## src/rtl/gondola_lock_ctrl.sv

```systemverilog
// gondola_lock_ctrl: single-chamber canal lock sequencer (queue, arbitrate, align level, gate interlock).
// Latency: request edge -> counter same edge; IDLE -> ALIGN_A next edge; auto align |dL|*STEP_CYCLES + 1 cycles.
// Backpressure: none; request edges beyond QDEPTH are dropped and flagged on sticky req_drop.
//
// Ports:
//   clk, reset                       clock, async active-high reset
//   arr_sw / dept_sw                 arrival / departure request switches (rising edge)
//   toggle_outer_sw/toggle_inner_sw  gate toggle switches (rising edge)
//   inc/dec_water_level, auto_mode   manual level drive, auto/manual select
//   *_led, outer/inner_open          request/toggle indicators, gate state
//   water_level, *_pending, busy     chamber level, queue depths, transit in progress
//   cur_dir, req_drop                direction served (0 arr, 1 dept), sticky overflow flag
module gondola_lock_ctrl #(
  parameter int LEVEL_W     = 4,
  parameter int OUTER_LEVEL = 2,
  parameter int INNER_LEVEL = 12,
  parameter int STEP_CYCLES = 4,
  parameter int QDEPTH      = 7,
  parameter int CNT_W       = 3
) (
  input  logic               clk,
  input  logic               reset,
  input  logic               arr_sw,
  input  logic               dept_sw,
  input  logic               toggle_outer_sw,
  input  logic               toggle_inner_sw,
  input  logic               inc_water_level,
  input  logic               dec_water_level,
  input  logic               auto_mode,
  output logic               arr_led,
  output logic               dept_led,
  output logic               toggle_outer_led,
  output logic               toggle_inner_led,
  output logic               outer_open,
  output logic               inner_open,
  output logic [LEVEL_W-1:0] water_level,
  output logic [CNT_W-1:0]   arr_pending,
  output logic [CNT_W-1:0]   dept_pending,
  output logic               busy,
  output logic               cur_dir,
  output logic               req_drop
);

  localparam int SC_W = (STEP_CYCLES > 1) ? $clog2(STEP_CYCLES) : 1;
  localparam logic [LEVEL_W-1:0] LV_OUTER = LEVEL_W'(OUTER_LEVEL);
  localparam logic [LEVEL_W-1:0] LV_INNER = LEVEL_W'(INNER_LEVEL);
  localparam logic [LEVEL_W-1:0] LV_MAX   = {LEVEL_W{1'b1}};
  localparam logic [SC_W-1:0]    SC_LAST  = SC_W'(STEP_CYCLES - 1);
  localparam logic [CNT_W-1:0]   CNT_FULL = CNT_W'(QDEPTH);

  typedef enum logic [2:0] {
    S_IDLE, S_ALIGN_A, S_READY_A, S_OPEN_A, S_ALIGN_B, S_READY_B, S_OPEN_B
  } state_t;

  state_t             r_state;
  logic [LEVEL_W-1:0] r_level;
  logic [SC_W-1:0]    r_step_cnt;
  logic [CNT_W-1:0]   r_arr_cnt, r_dept_cnt;
  logic               r_outer_open, r_inner_open;
  logic               r_req_drop, r_cur_dir, r_last_dir, r_auto_prev;
  logic               r_arr_prev, r_dept_prev, r_tog_o_prev, r_tog_i_prev;

  logic w_arr_edge, w_dept_edge, w_tog_o_edge, w_tog_i_edge;
  logic w_in_align, w_side_b, w_side_inner, w_gate_phase;
  logic w_outer_acc, w_inner_acc, w_tog_acc;
  logic [LEVEL_W-1:0] w_target;
  logic w_at_target, w_up, w_dn, w_stepping;
  logic w_done, w_arr_dec, w_dept_dec, w_pick_dir;

  assign w_arr_edge   = arr_sw & ~r_arr_prev;
  assign w_dept_edge  = dept_sw & ~r_dept_prev;
  assign w_tog_o_edge = toggle_outer_sw & ~r_tog_o_prev;
  assign w_tog_i_edge = toggle_inner_sw & ~r_tog_i_prev;

  // Side A is the entry side: outer for arrivals, inner for departures.
  assign w_side_b     = (r_state == S_ALIGN_B) || (r_state == S_READY_B) || (r_state == S_OPEN_B);
  assign w_side_inner = w_side_b ? ~r_cur_dir : r_cur_dir;
  assign w_target     = w_side_inner ? LV_INNER : LV_OUTER;
  assign w_at_target  = (r_level == w_target);
  assign w_in_align   = (r_state == S_ALIGN_A) || (r_state == S_ALIGN_B);
  assign w_gate_phase = (r_state == S_READY_A) || (r_state == S_OPEN_A) ||
                        (r_state == S_READY_B) || (r_state == S_OPEN_B);
  assign w_outer_acc  = w_gate_phase & ~w_side_inner;
  assign w_inner_acc  = w_gate_phase &  w_side_inner;
  assign w_tog_acc    = (w_outer_acc & w_tog_o_edge) | (w_inner_acc & w_tog_i_edge);

  // Direction of the next level step; manual drive saturates at the rails.
  always_comb begin
    w_up = 1'b0;
    w_dn = 1'b0;
    if (auto_mode) begin
      w_up = (r_level < w_target);
      w_dn = (r_level > w_target);
    end else begin
      w_up = inc_water_level & ~dec_water_level & (r_level != LV_MAX);
      w_dn = dec_water_level & ~inc_water_level & (r_level != '0);
    end
  end

  // No stepping on the cycle ALIGN exits, nor on a mode change (which restarts the step counter).
  assign w_stepping = w_in_align & ~w_at_target & (w_up | w_dn) & (auto_mode == r_auto_prev);

  assign w_done     = (r_state == S_OPEN_B) & w_tog_acc;
  assign w_arr_dec  = w_done & ~r_cur_dir;
  assign w_dept_dec = w_done &  r_cur_dir;
  // Both queues waiting: alternate away from the direction served last.
  assign w_pick_dir = ((r_arr_cnt != '0) && (r_dept_cnt != '0)) ? ~r_last_dir : (r_dept_cnt != '0);

  always_ff @(posedge clk or posedge reset) begin
    if (reset) begin
      r_arr_prev   <= 1'b0;
      r_dept_prev  <= 1'b0;
      r_tog_o_prev <= 1'b0;
      r_tog_i_prev <= 1'b0;
      r_auto_prev  <= 1'b0;
    end else begin
      r_arr_prev   <= arr_sw;
      r_dept_prev  <= dept_sw;
      r_tog_o_prev <= toggle_outer_sw;
      r_tog_i_prev <= toggle_inner_sw;
      r_auto_prev  <= auto_mode;
    end
  end

  // Pending counters include the request currently in service; a simultaneous
  // edge and completion cancel out, so a full queue does not drop in that case.
  always_ff @(posedge clk or posedge reset) begin
    if (reset) begin
      r_arr_cnt  <= '0;
      r_dept_cnt <= '0;
      r_req_drop <= 1'b0;
    end else begin
      if (w_arr_edge && !w_arr_dec) begin
        if (r_arr_cnt == CNT_FULL) r_req_drop <= 1'b1;
        else                       r_arr_cnt  <= r_arr_cnt + CNT_W'(1);
      end else if (!w_arr_edge && w_arr_dec) begin
        r_arr_cnt <= r_arr_cnt - CNT_W'(1);
      end
      if (w_dept_edge && !w_dept_dec) begin
        if (r_dept_cnt == CNT_FULL) r_req_drop <= 1'b1;
        else                        r_dept_cnt <= r_dept_cnt + CNT_W'(1);
      end else if (!w_dept_edge && w_dept_dec) begin
        r_dept_cnt <= r_dept_cnt - CNT_W'(1);
      end
    end
  end

  always_ff @(posedge clk or posedge reset) begin
    if (reset) begin
      r_level    <= LV_OUTER;
      r_step_cnt <= '0;
    end else if (!w_stepping) begin
      r_step_cnt <= '0;
    end else if (r_step_cnt == SC_LAST) begin
      r_step_cnt <= '0;
      r_level    <= w_up ? r_level + LEVEL_W'(1) : r_level - LEVEL_W'(1);
    end else begin
      r_step_cnt <= r_step_cnt + SC_W'(1);
    end
  end

  // Gates only open from READY with the level matched, so the interlock holds by construction.
  always_ff @(posedge clk or posedge reset) begin
    if (reset) begin
      r_state      <= S_IDLE;
      r_cur_dir    <= 1'b0;
      r_last_dir   <= 1'b1;
      r_outer_open <= 1'b0;
      r_inner_open <= 1'b0;
    end else begin
      case (r_state)
        S_IDLE: begin
          if ((r_arr_cnt != '0) || (r_dept_cnt != '0)) begin
            r_cur_dir <= w_pick_dir;
            r_state   <= S_ALIGN_A;
          end
        end
        S_ALIGN_A: if (w_at_target) r_state <= S_READY_A;
        S_ALIGN_B: if (w_at_target) r_state <= S_READY_B;
        S_READY_A, S_READY_B: begin
          if (w_tog_acc && w_at_target) begin
            r_outer_open <= ~w_side_inner;
            r_inner_open <=  w_side_inner;
            r_state      <= (r_state == S_READY_A) ? S_OPEN_A : S_OPEN_B;
          end
        end
        S_OPEN_A: begin
          if (w_tog_acc) begin
            r_outer_open <= 1'b0;
            r_inner_open <= 1'b0;
            r_state      <= S_ALIGN_B;
          end
        end
        S_OPEN_B: begin
          if (w_tog_acc) begin
            r_outer_open <= 1'b0;
            r_inner_open <= 1'b0;
            r_last_dir   <= r_cur_dir;
            r_state      <= S_IDLE;
          end
        end
        default: r_state <= S_IDLE;
      endcase
    end
  end

  assign arr_led          = (r_arr_cnt != '0);
  assign dept_led         = (r_dept_cnt != '0);
  assign toggle_outer_led = w_outer_acc;
  assign toggle_inner_led = w_inner_acc;
  assign outer_open       = r_outer_open;
  assign inner_open       = r_inner_open;
  assign water_level      = r_level;
  assign arr_pending      = r_arr_cnt;
  assign dept_pending     = r_dept_cnt;
  assign busy             = (r_state != S_IDLE);
  assign cur_dir          = r_cur_dir;
  assign req_drop         = r_req_drop;

endmodule

```

## config.mk

```make
export PLATFORM = sky130hd
export DESIGN_NAME = gondola_lock_ctrl
export DESIGN_NICKNAME = d
export VERILOG_FILES = /design/src/rtl/gondola_lock_ctrl.sv
export SDC_FILE = /design/constraint.sdc
export NUM_CORES = 1
export LEC_CHECK = 0
export ABC_AREA = 0
export CORE_MARGIN = 2
export CORE_UTILIZATION = 50
export DETAILED_ROUTE_END_ITERATION = 10
export HOLD_SLACK_MARGIN = 0.12
export PLACE_DENSITY = 0.85
export SYNTH_ARGS = -nofsm -noshare
export SYNTH_HDL_FRONTEND = slang
export SYNTH_SLANG_ARGS = --single-unit
```

## constraint.sdc

```tcl
create_clock -name clk -period 4.1 [get_ports clk]
set_clock_uncertainty 0.1 [all_clocks]
set_input_delay 0.82 -clock clk [delete_from_list [all_inputs] [get_ports clk]]
set_output_delay 0.82 -clock clk [all_outputs]
set_load 0.005 [all_outputs]
```

==> metrics.yaml <==
run_status:
  status: "finished clean"
timing:
  maxSlewHeadroom_pct: 36.5
  hold_ws_ns: 0.352
  drv_slew: 0
  rsz0062_at_grt: "false"
  layout_setup_ws_ns: 1.13
  hold_viol_final: 0
  period_share_pct: 72.5
  tightest_slew_ns: 0.952
  min_period_ns: 2.97
  timing.fmax_mhz: 337
  setup_viol: 0
  setup_tns_ns: 0
clock_network:
  cts_resized: 0
  clock_tree.buffer_depth: 2
  ctsHoldBuffers: 0
  cts_tree: "built"
  htreeDepth: 1
  cts_buffers: 3
  clock_sinks: 25
  root_buffer: "clkbuf_4"
  clock_latency_ns: 0.33
  cts_setup_buffers: 0
  path_clk_slew_ns: 0.16
setup_path:
  critical_path_buf_inv_count: 1
  critPathArrivalTime_ns: 2.05
  crit_slowest_cell: "dfrtp_1"
  criticalPathCategory: "reg2out"
  crit_path_max_incr_delay_ns: 0.68
  worstSetupEndpointType: "output pin"
  crit_family: "flip-flops"
  worstPathCellList: "xor2_1 > nand2_1 > o21ai_0 > clkdlybuf4s50_1"
  worst_setup_path_start_kind: "flop"
  crit_required_ns: 3.18
  critPathMaxFanout: 17
global_routing:
  grt_most_used_layer: "met2"
  met1_usage_pct: 26.4
  antenna_found_initial: 0
  grt_max_degree: 26
  grt_util_all_layers_pct: 19.5
  grt_pass1_vias: 1303
  grt_util_met2_pct: 33.9
  grt_pass1_wl_microns: 5640
  use_met3_pct: 2.10
  gr-total-overflow: 0
synthesis:
  synthTopCellsByArea: "dfrtp_1 (35%), o21ai_0 (5.2%), nand2_1 (4.6%)"
  synth-edff-count: 0
  synth_seq_cells: 25
  syn_area_sq_um: 1640
  synth-seq-area-share_pct: 38.3
  synthCells: 189
  synth_top_area_cell: "dfrtp_1"
  yosysUniqueCellTypes: 51
  syn_nets: 202
  async_reset_ff_share_pct: 100
  synthFlopType: "dfrtp_1"
  syn_avg_cell_area_sq_um: 8.69
  synth_top_area_share_pct: 35.1
  yosys_warnings: 0
final_layout:
  nFillCells: 260
  fin_nets: 222
  n_antenna_cell: 0
  drive_above_1_share_pct: 6.73
  utilization_pct: 63.2
  fin_area_sq_um: 1950
  area_growth_pct: 18.5
drt:
  routed_wl_microns: 3300
  wl_per_cell_microns: 13.1
  route.vias.total: 1444
  ant_nets: 0
  drtIter0Drc: 108
  post_drt_via_cell_ratio: 5.73
  drc: 0
  first_pass_iters: 4
placement:
  hpwlAfterDp_microns: 2410
  gp_congestion: 0.791
  port_buffers: 27
  placed_area_sq_um: 1920
  pre_cts_ws_ns: 1.04
flow_run:
  cap_violations: 0
die:
  rows: 20
  die_h_microns: 61.3
  initial_core_util_pct: 53.3
  ios: 28
  die_w_microns: 61.3
  coreArea_sq_um: 3080
  die_area_sq_um: 3760
pwr:
  ir_drop_v: 0.000261
  powerDensity_nw_per_um2: 520
  power_leakage_nw: 0.794
min_path:
  min_path_type: "reg2reg"
## path summary, 6_finish.rpt
kind,start,end,slack [ns],cells past startpoint
worst min-delay path,r_step_cnt[0],r_step_cnt[0],0.35,1
worst max-delay path,r_state[0],toggle_inner_led,1.13,4
min in group asynchronous,reset,dept_pending[2],0.88,2
worst max register to register,r_state[2],water_level[2],1.34,9
max in group asynchronous,reset,r_state[2],2.41,2
worst min register to register,r_step_cnt[0],r_step_cnt[0],0.35,1
## kinds of logic (layout without fill, tap and decap cells)
kind of cell    after synthesis  count (layout)  share of synthesized area (%)
fa+ha+maj                     4               4                           3.05
xor+xnor                     10              10                           5.79
simple gates                 70              70                           21.3
flops                        25              25                           38.3
buf+inv                      22              41                           5.41
mux                           6               6                           3.89
compound gates               52              52                           22.3
## layout by cell type (no fill, tap or decap), types with 3 or more instances in the layout
master / Yosys / layout
a211oi_1: 4 / 4
a21oi_1: 4 / 4
a31oi_1: 6 / 6
a32o_1: 4 / 4
clkbuf_4: 0 / 3
clkdlybuf4s50_1: 0 / 27
dfrtp_1: 23 / 23
ha_1: 4 / 4
inv_1: 10 / 10
mux2_2: 3 / 3
mux2i_1: 3 / 3
nand2_1: 20 / 20
nand2b_1: 4 / 4
nand3_1: 6 / 6
nor2_1: 15 / 15
nor3_1: 8 / 8
o21ai_0: 17 / 17
xnor2_1: 4 / 4
xor2_1: 5 / 5
## routing by layer
layer / vias up / wire [microns]
li1: 722 / -
met1: 688 / 1550
met2: 30 / 1620
met3: 4 / 117
met4: 0 / 19
met5: - / 0
## power breakdown
part           switching, mW  internal, mW  leakage [nW]
registers              0.150         0.307         0.297
logic                  0.189         0.251         0.483
clock network         0.0791        0.0373        0.0139
total                  0.418         0.595         0.794
## metrics by stage
step	std cells	total power, mW
4_1_cts	252	1.02
5_1_grt	252	1.10
6_report	252	1.01
3_5_place_dp	248	0.898
2_1_floorplan	189	0.729
3_3_place_gp	248	0.887
## registers in the layout, summed over array words and instances (netlist names)
| signal | flops |
|---|---|
| cur_dir | 1 |
| outer_open | 1 |
| r_arr_prev | 1 |
| req_drop | 1 |
| water_level | 4 |
| r_tog_o_prev | 1 |
| r_tog_i_prev | 1 |
| dept_pending | 3 |
| r_step_cnt | 2 |
| r_auto_prev | 1 |
| r_dept_prev | 1 |
| r_state | 3 |
| arr_pending | 3 |
| inner_open | 1 |
| r_last_dir | 1 |
## Yosys cell counts (2+ instances only)
| cell | count |
|---|---|
| a211oi_1 | 4 |
| a21oi_1 | 4 |
| a31oi_1 | 6 |
| a32o_1 | 4 |
| and3b_1 | 2 |
| buf_2 | 2 |
| clkbuf_1 | 8 |
| dfrtp_1 | 23 |
| dfstp_2 | 2 |
| ha_1 | 4 |
| inv_1 | 10 |
| mux2_2 | 3 |
| mux2i_1 | 3 |
| nand2_1 | 20 |
| nand2b_1 | 4 |
| nand3_1 | 6 |
| nand3b_1 | 2 |
| nor2_1 | 15 |
| nor2b_1 | 2 |
| nor3_1 | 8 |
| nor3b_1 | 2 |
| o211ai_1 | 2 |
| o21ai_0 | 17 |
| o21bai_1 | 2 |
| xnor2_1 | 4 |
| xor2_1 | 5 |
## final cells by class
cell class                 instances  area [sq um]  area share, %
multi-input combinational        142           925           47.5
sequential                        25           628           32.3
timing repair buffer              27           270           13.9
tap                               44          55.1           2.83
inverter                          10          37.5           1.93
clock buffer                       3          22.5           1.16
clock inverter                     1          7.51          0.386
No activity file was read; power rests on OpenSTA's default activity.
